File: config.mk
export PLATFORM = sky130hd
export DESIGN_NAME = alu_sequencer
export DESIGN_NICKNAME = d
export VERILOG_FILES = /design/src/rtl/alu_sequencer.sv
export SDC_FILE = /design/constraint.sdc
export NUM_CORES = 1
export LEC_CHECK = 0
export CORE_ASPECT_RATIO = 0.7
export CORE_MARGIN = 3
export CORE_UTILIZATION = 40
export CTS_CLUSTER_DIAMETER = 80
export DETAILED_ROUTE_END_ITERATION = 8
export DONT_BUFFER_PORTS = 1
export HOLD_SLACK_MARGIN = 0.15
export PLACE_DENSITY_LB_ADDON = 0.2
export SETUP_SLACK_MARGIN = 0.3
export SLEW_MARGIN = 15
export SYNTH_ARGS = -nofsm -noshare
export SYNTH_HDL_FRONTEND = slang
export SYNTH_SLANG_ARGS = --single-unit
File: constraint.sdc
create_clock -name clock -period 3.3 [get_ports clock]
set_clock_uncertainty 0.05 [all_clocks]
set_input_delay 0 -clock clock [delete_from_list [all_inputs] [get_ports clock]]
set_output_delay 0 -clock clock [all_outputs]
set_load 0.02 [all_outputs]
File: src/rtl/alu_sequencer.sv
// alu_sequencer: accepts one instruction at a time, fetches operands from a single-port
// register file, holds them on the ALU for the op-dependent settle time, and writes back.
module alu_sequencer #(
    parameter int MUL_LAT = 2,
    parameter int DIV_LAT = 4
) (
    input  logic        clock,
    input  logic        reset,
    input  logic [31:0] instr,
    input  logic        instr_valid,
    output logic        instr_ready,
    output logic [4:0]  rf_addr,
    output logic        rf_we,
    output logic [15:0] rf_wdata,
    input  logic [15:0] rf_rdata,
    output logic [5:0]  alu_op,
    output logic [15:0] alu_a,
    output logic [15:0] alu_b,
    input  logic [31:0] alu_result,
    output logic        busy,
    output logic        done,
    output logic        illegal
);
    // state | meaning
    // IDLE  | waiting for an instruction, instr_ready high
    // RDA   | rf_addr = rsrc1
    // RDB   | capture a, rf_addr = rsrc2
    // CAP   | capture the last fetched operand
    // EXEC  | operands held on the ALU until the settle count expires
    // WB1   | write result[15:0] to rdst1
    // WB2   | write result[31:16] to rdst2 (MUL only)
    // ERR   | unsupported opcode, done + illegal, no write
    typedef enum logic [2:0] {IDLE, RDA, RDB, CAP, EXEC, WB1, WB2, ERR} state_t;

    localparam logic [5:0] OP_MOVI = 6'b000000;
    localparam logic [5:0] OP_MOVR = 6'b000001;
    localparam logic [5:0] OP_NEG  = 6'b000110;
    localparam logic [5:0] OP_MUL  = 6'b000111;
    localparam logic [5:0] OP_DIV  = 6'b001000;
    localparam logic [5:0] OP_NOT  = 6'b001110;

    localparam int CNT_W = 16;
    localparam logic [CNT_W-1:0] CNT_ONE = CNT_W'(1);
    localparam logic [CNT_W-1:0] MUL_CNT = CNT_W'(MUL_LAT);
    localparam logic [CNT_W-1:0] DIV_CNT = CNT_W'(DIV_LAT);

    function automatic logic is_two(input logic [5:0] op);
        case (op)
            6'b000100, 6'b000101, 6'b000111, 6'b001000, 6'b001001, 6'b001010,
            6'b001011, 6'b001100, 6'b001101, 6'b001111, 6'b010000: return 1'b1;
            default: return 1'b0;
        endcase
    endfunction

    function automatic logic is_one(input logic [5:0] op);
        return (op == OP_MOVR) || (op == OP_NEG) || (op == OP_NOT);
    endfunction

    function automatic logic [CNT_W-1:0] exec_cnt(input logic [5:0] op);
        case (op)
            OP_MUL:  return MUL_CNT;
            OP_DIV:  return DIV_CNT;
            default: return CNT_ONE;
        endcase
    endfunction

    state_t           state, state_n;
    logic [5:0]       op_q;
    logic [4:0]       rdst1_q, rsrc1_q, rsrc2_q, rdst2_q;
    logic [15:0]      imm_q, a_q, b_q;
    logic [31:0]      result_q;
    logic [CNT_W-1:0] cnt_q;
    logic [5:0]       in_op;
    logic             we_c, done_c, ill_c;

    assign in_op = instr[31:26];

    always_comb begin
        state_n  = state;
        rf_addr  = '0;
        rf_wdata = '0;
        we_c     = 1'b0;
        done_c   = 1'b0;
        ill_c    = 1'b0;
        case (state)
            IDLE: begin
                if (instr_valid) begin
                    if (in_op == OP_MOVI)                     state_n = EXEC;
                    else if (is_two(in_op) || is_one(in_op))  state_n = RDA;
                    else                                      state_n = ERR;
                end
            end
            RDA: begin
                rf_addr = rsrc1_q;
                state_n = is_two(op_q) ? RDB : CAP;
            end
            RDB: begin
                rf_addr = rsrc2_q;
                state_n = CAP;
            end
            CAP:  state_n = EXEC;
            EXEC: if (cnt_q <= CNT_ONE) state_n = WB1;
            WB1: begin
                we_c     = 1'b1;
                rf_addr  = rdst1_q;
                rf_wdata = result_q[15:0];
                if (op_q == OP_MUL) begin
                    state_n = WB2;
                end else begin
                    done_c  = 1'b1;
                    state_n = IDLE;
                end
            end
            WB2: begin
                we_c     = 1'b1;
                rf_addr  = rdst2_q;
                rf_wdata = result_q[31:16];
                done_c   = 1'b1;
                state_n  = IDLE;
            end
            ERR: begin
                done_c  = 1'b1;
                ill_c   = 1'b1;
                state_n = IDLE;
            end
            default: state_n = IDLE;
        endcase
    end

    always_ff @(posedge clock) begin
        if (reset) begin
            state    <= IDLE;
            op_q     <= '0;
            rdst1_q  <= '0;
            rsrc1_q  <= '0;
            rsrc2_q  <= '0;
            rdst2_q  <= '0;
            imm_q    <= '0;
            a_q      <= '0;
            b_q      <= '0;
            result_q <= '0;
            cnt_q    <= '0;
        end else begin
            state <= state_n;
            case (state)
                IDLE: begin
                    if (instr_valid) begin
                        op_q     <= in_op;
                        rdst1_q  <= instr[25:21];
                        rsrc1_q  <= instr[20:16];
                        rsrc2_q  <= instr[15:11];
                        rdst2_q  <= instr[10:6];
                        imm_q    <= instr[15:0];
                        a_q      <= '0;
                        b_q      <= '0;
                        result_q <= '0;
                        cnt_q    <= CNT_ONE;
                    end
                end
                RDB: a_q <= rf_rdata;
                CAP: begin
                    if (is_two(op_q)) b_q <= rf_rdata;
                    else              a_q <= rf_rdata;
                    cnt_q <= exec_cnt(op_q);
                end
                EXEC: begin
                    cnt_q <= cnt_q - CNT_ONE;
                    // sample the ALU only once it has settled for the full count
                    if (cnt_q <= CNT_ONE) begin
                        if (op_q == OP_MOVI)      result_q <= {16'h0000, imm_q};
                        else if (op_q == OP_MOVR) result_q <= {16'h0000, a_q};
                        else                      result_q <= alu_result;
                    end
                end
                default: ;
            endcase
        end
    end

    assign instr_ready = (state == IDLE);
    assign busy        = (state != IDLE);
    assign alu_op      = op_q;
    assign alu_a       = a_q;
    assign alu_b       = b_q;
    assign rf_we       = we_c & ~reset;
    assign done        = done_c & ~reset;
    assign illegal     = ill_c & ~reset;

endmodule

; ---- Word-level counts from Yosys, hierarchy flattened
; Memories as Yosys holds them, arrays and structs flattened. A register that Yosys moved wholly into a read port is not among the register bits.
; Index checks and enable logic that the tools add are counted.
[word_totals]
romBits = 96
regBits = 125
word_cells = 95
n_memories = 3
out_inout_bits = 64
input_bits = 83
[op_classes]
addsub = 1
n_lt_le_gt_ge = 1
eq_ne = 17
reduce_logical = 19
bitwise = 4
n_mux = 39
[memory_table]
columns = name, words, word_bits, rd, rd_ports_with_merged_regs, write_ports, line
row1 = (name not given), 32, 1, 1, 1, 0, 48  ; case (op)
row2 = (name not given), 32, 1, 1, 0, 0, 48
row3 = (name not given), 32, 1, 1, 1, 0, 48
[op_table]
columns = op, count
row1 = two-way mux 32 bit, 4
row2 = case mux 16 bit (3 select lines), 2
row3 = two-way mux 16 bit, 4
row4 = case mux 16 bit (2 select lines), 2
row5 = case mux 32 bit (2 select lines), 1
row6 = case mux 3 bit (7 select lines), 1
row7 = two-way mux 5 bit, 4
row8 = case mux 5 bit (4 select lines), 1
row9 = "less-or-equal comparator 16 x 1 -> 1 bit, second input constant", 1
row10 = "subtractor 16 x 1 -> 16 bit, second input constant", 1
row11 = two-way mux 3 bit, 5
row12 = two-way mux 1 bit, 13
row13 = "== test 3 bit, second input constant", 4
row14 = "== test 6 x 1 -> 1 bit, second input constant", 2
row15 = "== test 6 x 3 -> 1 bit, second input constant", 2
row16 = "== test 6 x 4 -> 1 bit, second input constant", 2
row17 = zero test 6 bit, 2
row18 = AND reduction 3 bit, 3
row19 = nonzero test 3 bit, 3
row20 = "inequality test 2 bit, second input constant", 4
row21 = "== test 3 x 2 -> 1 bit, second input constant", 2
row22 = case mux 3 bit (2 select lines), 1
row23 = AND reduction 2 bit, 3
row24 = nonzero test 2 bit, 2
row25 = other kinds (7), 12

; ---- Longest topological paths before layout
; Gate-level depths: netlist of run 1.
; An unclocked memory read counts as a cell.
[logic_depth]
word_depth = 10
depth_mapped = 7

; ---- Worst setup path after synthesis of run 1
; OpenSTA, ideal clock, no wires.
[synth_timing]
path_kind = register -> register
startpoint = reg state[1]
endpoint = reg state[1]
t_arrival_ps = 1778
synth_period_minus_slack_ps = 1953
required_time_ps = 3125
n_path_buf = 2
path_stages_with_launch = 7
setup_slack_ps = 1347
path_cell_list = dfxtp_1 buf_4 clkbuf_1 nor3_1 inv_1 o21ai_0 nor4_1
[synth_between]
elab_chain_len = 3
[synth_lines]
columns = item, line
row1 = "start, declared", 67  ; state_t state, state_n;
row2 = "start signal, assigned", 144  ; state <= state_n;
row3 = zero test 3 bit *, n/a
row4 = net instr_ready, 11  ; output logic instr_ready,
row5 = inequality test 2 bit (no line), n/a
row6 = AND reduction 2 bit (no line), n/a
; The timed path passes the listed nets; every way through them passes the cells marked *.
; A chain may end at the register's enable or synchronous reset.

; ---- Worst setup path in the final report of run 1
[layout_timing]
startpoint = reg state[1]
endpoint = reg imm_q[1]
[layout_between]
elab_chain_len = 2
[layout_lines]
columns = item, line
row1 = zero test 3 bit, 145  ; case (state)
row2 = AND reduction 2 bit (no line), n/a
row3 = "end signal, assigned", 153  ; imm_q <= instr[15:0];
row4 = "end, declared", 70  ; logic [15:0] imm_q, a_q, b_q;
; Every way passes these cells.

==> reports/results.ini, run 1 <==
[detailed_routing]
drt_pass1_iterations = 5
routed_wl_um = 18400
vias_per_cell = 5.70
drcViolationCount = 0
vias = 5508
wl_per_cell_um = 19.1
initialDrtViolationCount = 486
postRouteAntennaNets = 0

[finish]
insertedDiodeCount = 0
layout-drive-gt1-share = 0.106
num-fill-cells = 1297
register_area_mm2 = 0.00232
area_growth_pct = 28.9
multi_input_area_mm2 = 0.00320
final_net_count = 848

[sta]
drv_slew = 0
final.period_utilization = 0.842
final.setup.tns_ps = 0
period_needed_ps = 2780
finalWorstSetupSlack_ps = 523
rsz0062_at_grt = no
finalSetupViolations = 0
finalHoldViolations = 0
slew_headroom = 0.283
worst_pin_slew_ps = 1080
timing.fmax_ghz = 0.360

[hold_path]
hp-class = input port to flip-flop
worstHoldPathCells = 3

[worst_setup_path]
arrival_ps = 3080
r2r_cells = 6
critPathLaunchType = flip-flop
path_class = flip-flop to flip-flop
cp-end-kind = flip-flop
crit_fanout = 26
cp_data_required_time_ps = 3600

[synth]
synth_nets = 783
syn_area_mm2 = 0.00584
synthArstFlopShare = 0
synth.top_cell.area_share = 0.398
yosysSeqAreaShare = 0.398
synth_top_area_cell = dfxtp_1
synth_common_cells = nand2_1 (135), dfxtp_1 (116), a21oi_1 (81)
postSynthAreaPerCell_um2 = 8.37
yosysWarnings = 0
ys_top_cells_by_area = dfxtp_1 (40%), mux2i_1 (10%), nand2_1 (8.7%)
synth.ff_latch_count = 116
yosysMostFrequentCell = nand2_1
synth_edf_count = 0
ys_types = 57
yosys_most_used_dff = dfxtp_1
synthCells = 698

[placement]
dp_worst_setup_slack_ps = 829
hpwl_um = 12500
place.gp.congestion = 0.859
port_buffers = 0

[clocking]
cts_buffers = 17
clk_pin_slew_ps = 60
clock_path_buffers = 2
htreeDepth = 4
cts_tree = built
numClockSinks = 116
clk_latency_ps = 410
root_buffer = clkbuf_16

[floorplan]
die_y_um = 107
rows = 36
ios = 147
core_area_mm2 = 0.0141
die_w_um = 150
initial_utilization = 0.414
dieArea_mm2 = 0.0161

[global_route]
antenna_found_initial = 0
grt_max_degree = 73
track_usage = 0.231
overflow = 0
grt_pass1_vias = 5409
grt_pass1_wl_um = 29400

[power_and_ir_drop]
peakVddDrop_v = 0.000411
total_power_w = 0.00664
p_leak_nw = 2.68
p_per_area_mw_per_mm2 = 882

[outcome]
outcome = finished, final reports clean

[job]
maxCapViolCount = 0

==> report_power, final <==
part / leakage, nW / internal (W) / switching, W / total, W
registers: 0.942 / 0.00165 / 0.000382 / 0.00203
logic: 1.43 / 0.000989 / 0.00160 / 0.00259
clock network: 0.304 / 0.00132 / 0.000701 / 0.00202
==> sequential cells by signal, indices dropped and copies added, names as in the netlist, named ones only <==
| register | cells |
|---|---|
| alu_a | 16 |
| alu_b | 16 |
| alu_op | 6 |
| cnt_q | 16 |
| imm_q | 7 |
| rdst1_q | 5 |
| rdst2_q | 4 |
| result_q | 32 |
| rsrc1_q | 5 |
| rsrc2_q | 5 |
| state | 3 |
==> cell type report <==
type	count	area share
clock inverters	13	0.0261
inverters	11	0.00549
flip-flops and latches	116	0.309
repair buffers	109	0.142
well taps	190	0.0316
multi-input cells	508	0.426
clock buffers	19	0.0602
==> layout by cell type, fill, tap and decap left out, types with 5 or more instances in the layout <==
master	count
o31ai_1	10
dlygate4sd3_1	92
mux2i_1	61
or4b_2	16
o22ai_1	5
buf_4	16
nand2_1	135
o211ai_1	40
clkbuf_16	17
o21ai_0	19
a21oi_1	81
or4_1	7
a22oi_1	17
nor2_1	12
nand3_1	18
nor2b_1	20
inv_1	10
nor4_1	8
dfxtp_1	115
==> worst max-delay path: stages, from the launching register on <==
cell           delay (ps)
dfxtp_1               520
nor4b_4               680
buf_4                 360
buf_4                 330
nand2_1                90
a21oi_1               120
dlygate4sd3_1         560
==> metal layers <==
layer,vias up,share of wire,global-route usage
met5,-,0,0
met4,0,0.013,0.0666
met3,23,0.085,0.0773
met2,213,0.44,0.344
met1,2609,0.46,0.317
li1,2663,-,-
==> cell families after synthesis <==
kind of cell | after synthesis | share of synthesized area
AND/OR/NAND/NOR | 255 | 0.235
AO/OA/AOI/OAI | 190 | 0.203
flip-flops | 116 | 0.398
buffers and inverters | 74 | 0.0551
multiplexers | 61 | 0.105
adder cells (fa/ha/maj) | 2 | 0.00428
==> per-stage QoR <==
step	cell area (um2)	hold WS [ps]	cells	utilization
5_1_grt	7520	230	966	0.534
4_1_cts	7520	172	966	0.534
2_1_floorplan	5840	86.0	698	-
3_5_place_dp	5930	30.6	841	0.420
3_3_place_gp	5930	26.9	841	0.420
6_report	7520	183	966	0.534
==> path summary, 6_finish.rpt <==
path	endpoint	slack, ps	startpoint
worst max-delay path	imm_q[1]	520	state[1]
worst min-delay path	alu_op[1]	180	instr_valid
worst max register to register	imm_q[1]	520	state[1]
worst min register to register	rsrc1_q[4]	410	rsrc1_q[4]
==> timing repair <==
action,CTS,global route
endpoints found under the hold margin,107,0
setup buffers,0,0
hold buffers,93,0
gates resized for setup,0,0
Note: power is estimated with default switching activity, not from simulation.
==> inputs of run 2 (changes only) <==
==> constraint.sdc (replaced) <==
create_clock -name clock -period 2.5 [get_ports clock]
set_clock_uncertainty 0.05 [all_clocks]
set_input_delay 0 -clock clock [delete_from_list [all_inputs] [get_ports clock]]
set_output_delay 0 -clock clock [all_outputs]
set_load 0.02 [all_outputs]
==> reports/results.ini, run 2 (synthesis gave the netlist of run 1 again) <==
[worst_setup_path]
cp-end-kind = flip-flop
slowest_stage = or4b_1
worst-path-buf-inv = 1  ; -2
r2r_end = alu_op[4]
ff2ff_setup_slack_ps = 450  ; -80 ps
reg2reg_from = state[1]
critPathLaunchType = flip-flop
crit_cells = 4  ; -2
cp_slowest_stage_delay_ps = 710  ; +30 ps
path_class = flip-flop to flip-flop
critPathTopFamily = simple AND/OR/NAND/NOR gates
crit_end = alu_op[4]
r2r_cells = 4  ; -2
cp_data_required_time_ps = 2750  ; -850 ps
arrival_ps = 2300  ; -780 ps
crit_fanout = 18  ; -31%
startpoint = state[1]
crit_chain = or4b_1 > nand2_1 > a21oi_1 > dlygate4sd3_1

[floorplan]
ios = 147  ; unchanged
core_area_mm2 = 0.0141  ; unchanged
dieArea_mm2 = 0.0161  ; unchanged
initial_utilization = 0.414  ; unchanged
rows = 36  ; unchanged
die_w_um = 150  ; unchanged
die_y_um = 107  ; unchanged

[placement]
placed_area_mm2 = 0.00614  ; +3.6%
port_buffers = 0  ; unchanged
hpwl_um = 12700  ; +1.4%
place.gp.congestion = 0.831  ; -3.2%

[detailed_routing]
vias_per_cell = 5.64  ; -1.1%
drt_pass1_iterations = 5  ; unchanged
vias = 5564  ; +1.0%
drcViolationCount = 0  ; unchanged
wl_per_cell_um = 18.5  ; -2.9%
initialDrtViolationCount = 408  ; -16%
postRouteAntennaNets = 0  ; unchanged
routed_wl_um = 18300  ; -0.82%

[power_and_ir_drop]
total_power_w = 0.00865  ; +30%
combPwrFrac = 0.411  ; +0.020
pwr-share-clk = 0.281  ; -0.023
p_int_w = 0.00512  ; +29%
switching_share = 0.409  ; +0.00409
p_switching_w = 0.00354  ; +32%
p_per_area_mw_per_mm2 = 1130  ; +28%
seqPwrFrac = 0.308  ; +0.002
p_leak_nw = 2.76  ; +3.2%
peakVddDrop_v = 0.000523  ; +27%

[sta]
rsz0062_at_grt = no
timing.fmax_ghz = 0.487  ; +35%
final.period_utilization = 0.822  ; -0.0199
period_needed_ps = 2050  ; -723 ps
worst_pin_slew_ps = 692  ; -383 ps
finalHoldViolations = 0  ; unchanged
final.setup.tns_ps = 0  ; unchanged
slew_headroom = 0.535  ; +0.252
drv_slew = 0  ; unchanged
finalSetupViolations = 0  ; unchanged

[clocking]
cts_buffers = 17  ; unchanged
htreeDepth = 4  ; unchanged
clock_path_buffers = 2  ; unchanged
cts_tree = built
numClockSinks = 116  ; unchanged
clk_latency_ps = 410  ; about the same
root_buffer = clkbuf_16
clk_pin_slew_ps = 60  ; about the same

[finish]
area_growth_pct = 30.9
postLayoutCoreUtil = 0.542  ; +0.00861
final_net_count = 868  ; +2.4%
design_area_mm2 = 0.00765  ; +1.6%
regMostFlops = result_q
final_cell_mix = nand2_1 (135), dfxtp_1 (111), dlygate4sd3_1 (86)
final_common_cell = nand2_1
layout-drive-gt1-share = 0.143  ; +0.0375
largest_reg_flops = 32  ; unchanged

[global_route]
track_usage = 0.227  ; -0.00402
antenna_found_initial = 1  ; +1
grt_pass1_wl_um = 29000  ; -1.4%
overflow = 0  ; unchanged
grt_pass1_vias = 5413  ; +0.074%
grt_max_degree = 73  ; unchanged

[hold_path]
worstHoldPathCells = 3  ; unchanged
hp-class = input port to flip-flop

[job]
maxCapViolCount = 0  ; unchanged

[outcome]
outcome = finished, final reports clean

-- run 2: cell count changes in the layout (fill, tap and decap cells not counted), moves of 2 or more --
| cell | delta |
|---|---|
| buf_4 | +24 |
| dlygate4sd3_1 | -6 |
| dfxtp_1 | -4 |
| clkinv_2 | +3 |
| buf_12 | +2 |
| bufinv_16 | -2 |
| dfxtp_2 | +2 |
| dfxtp_4 | +2 |
| inv_6 | +2 |
-- run 2: power by group through the flow --
stage          clock network (W)  registers [W]  logic [W]
2_1_floorplan                  0        0.00251    0.00266
3_3_place_gp                   0        0.00266    0.00323
3_5_place_dp                   0        0.00268    0.00333
4_1_cts                  0.00247        0.00265    0.00353
5_1_grt                  0.00255        0.00272    0.00390
6_report                 0.00243        0.00267    0.00356
-- run 2: area by class of cell --
class | instances | area [um2]
flip-flops and latches | 116 | 2330
repair buffers | 129 | 1230
clock inverters | 14 | 150
clock buffers | 18 | 439
well taps | 190 | 238
diodes | 1 | 2.50
fillers | 1269 | 6450
multi-input cells | 508 | 3210
inverters | 11 | 45.0
-- run 2: worst min-delay path: stages --
cell     delay [ps]
or4b_1          340
nand2_1          90
a21oi_1         130
-- run 2: what timing repair did --
action / CTS / global route
endpoints found under the setup margin: 33 / 2
hold buffers: 87 / 0
setup buffers: 1 / 0
hold endpoints to repair: 107 / 0
gates resized for setup: 3 / 5
-- run 2: worst min-delay path by stage --
| stage | from | end | slack, ps |
|---|---|---|---|
| 5_1_grt | instr_valid | alu_op[2] | 210 |
| 4_1_cts | instr_valid | alu_op[2] | 150 |
| 6_report | instr_valid | alu_op[2] | 150 |
| 3_5_place_dp | reset | alu_op[4] | 30 |
| 2_1_floorplan | instr[0] | imm_q[0] | 90 |
| 3_3_place_gp | reset | alu_op[4] | 30 |
-- run 2: metrics by stage --
| step | std cells | hold slack (ps) | setup WS, ps |
|---|---|---|---|
| after floorplan | 698 | 86.0 | 547 |
| after global placement | 866 | 25.8 | 406 |
| after detailed placement | 866 | 28.8 | 277 |
| after CTS | 986 | 151 | 371 |
| after global routing | 987 | 205 | 359 |
| final | 987 | 147 | 446 |
-- run 2: metal layers --
| layer | wire length (um) | track usage |
|---|---|---|
| met5 | 0 | 0 |
| met4 | 312 | 0.0666 |
| met3 | 1590 | 0.0769 |
| met2 | 7960 | 0.339 |
| met1 | 8440 | 0.310 |
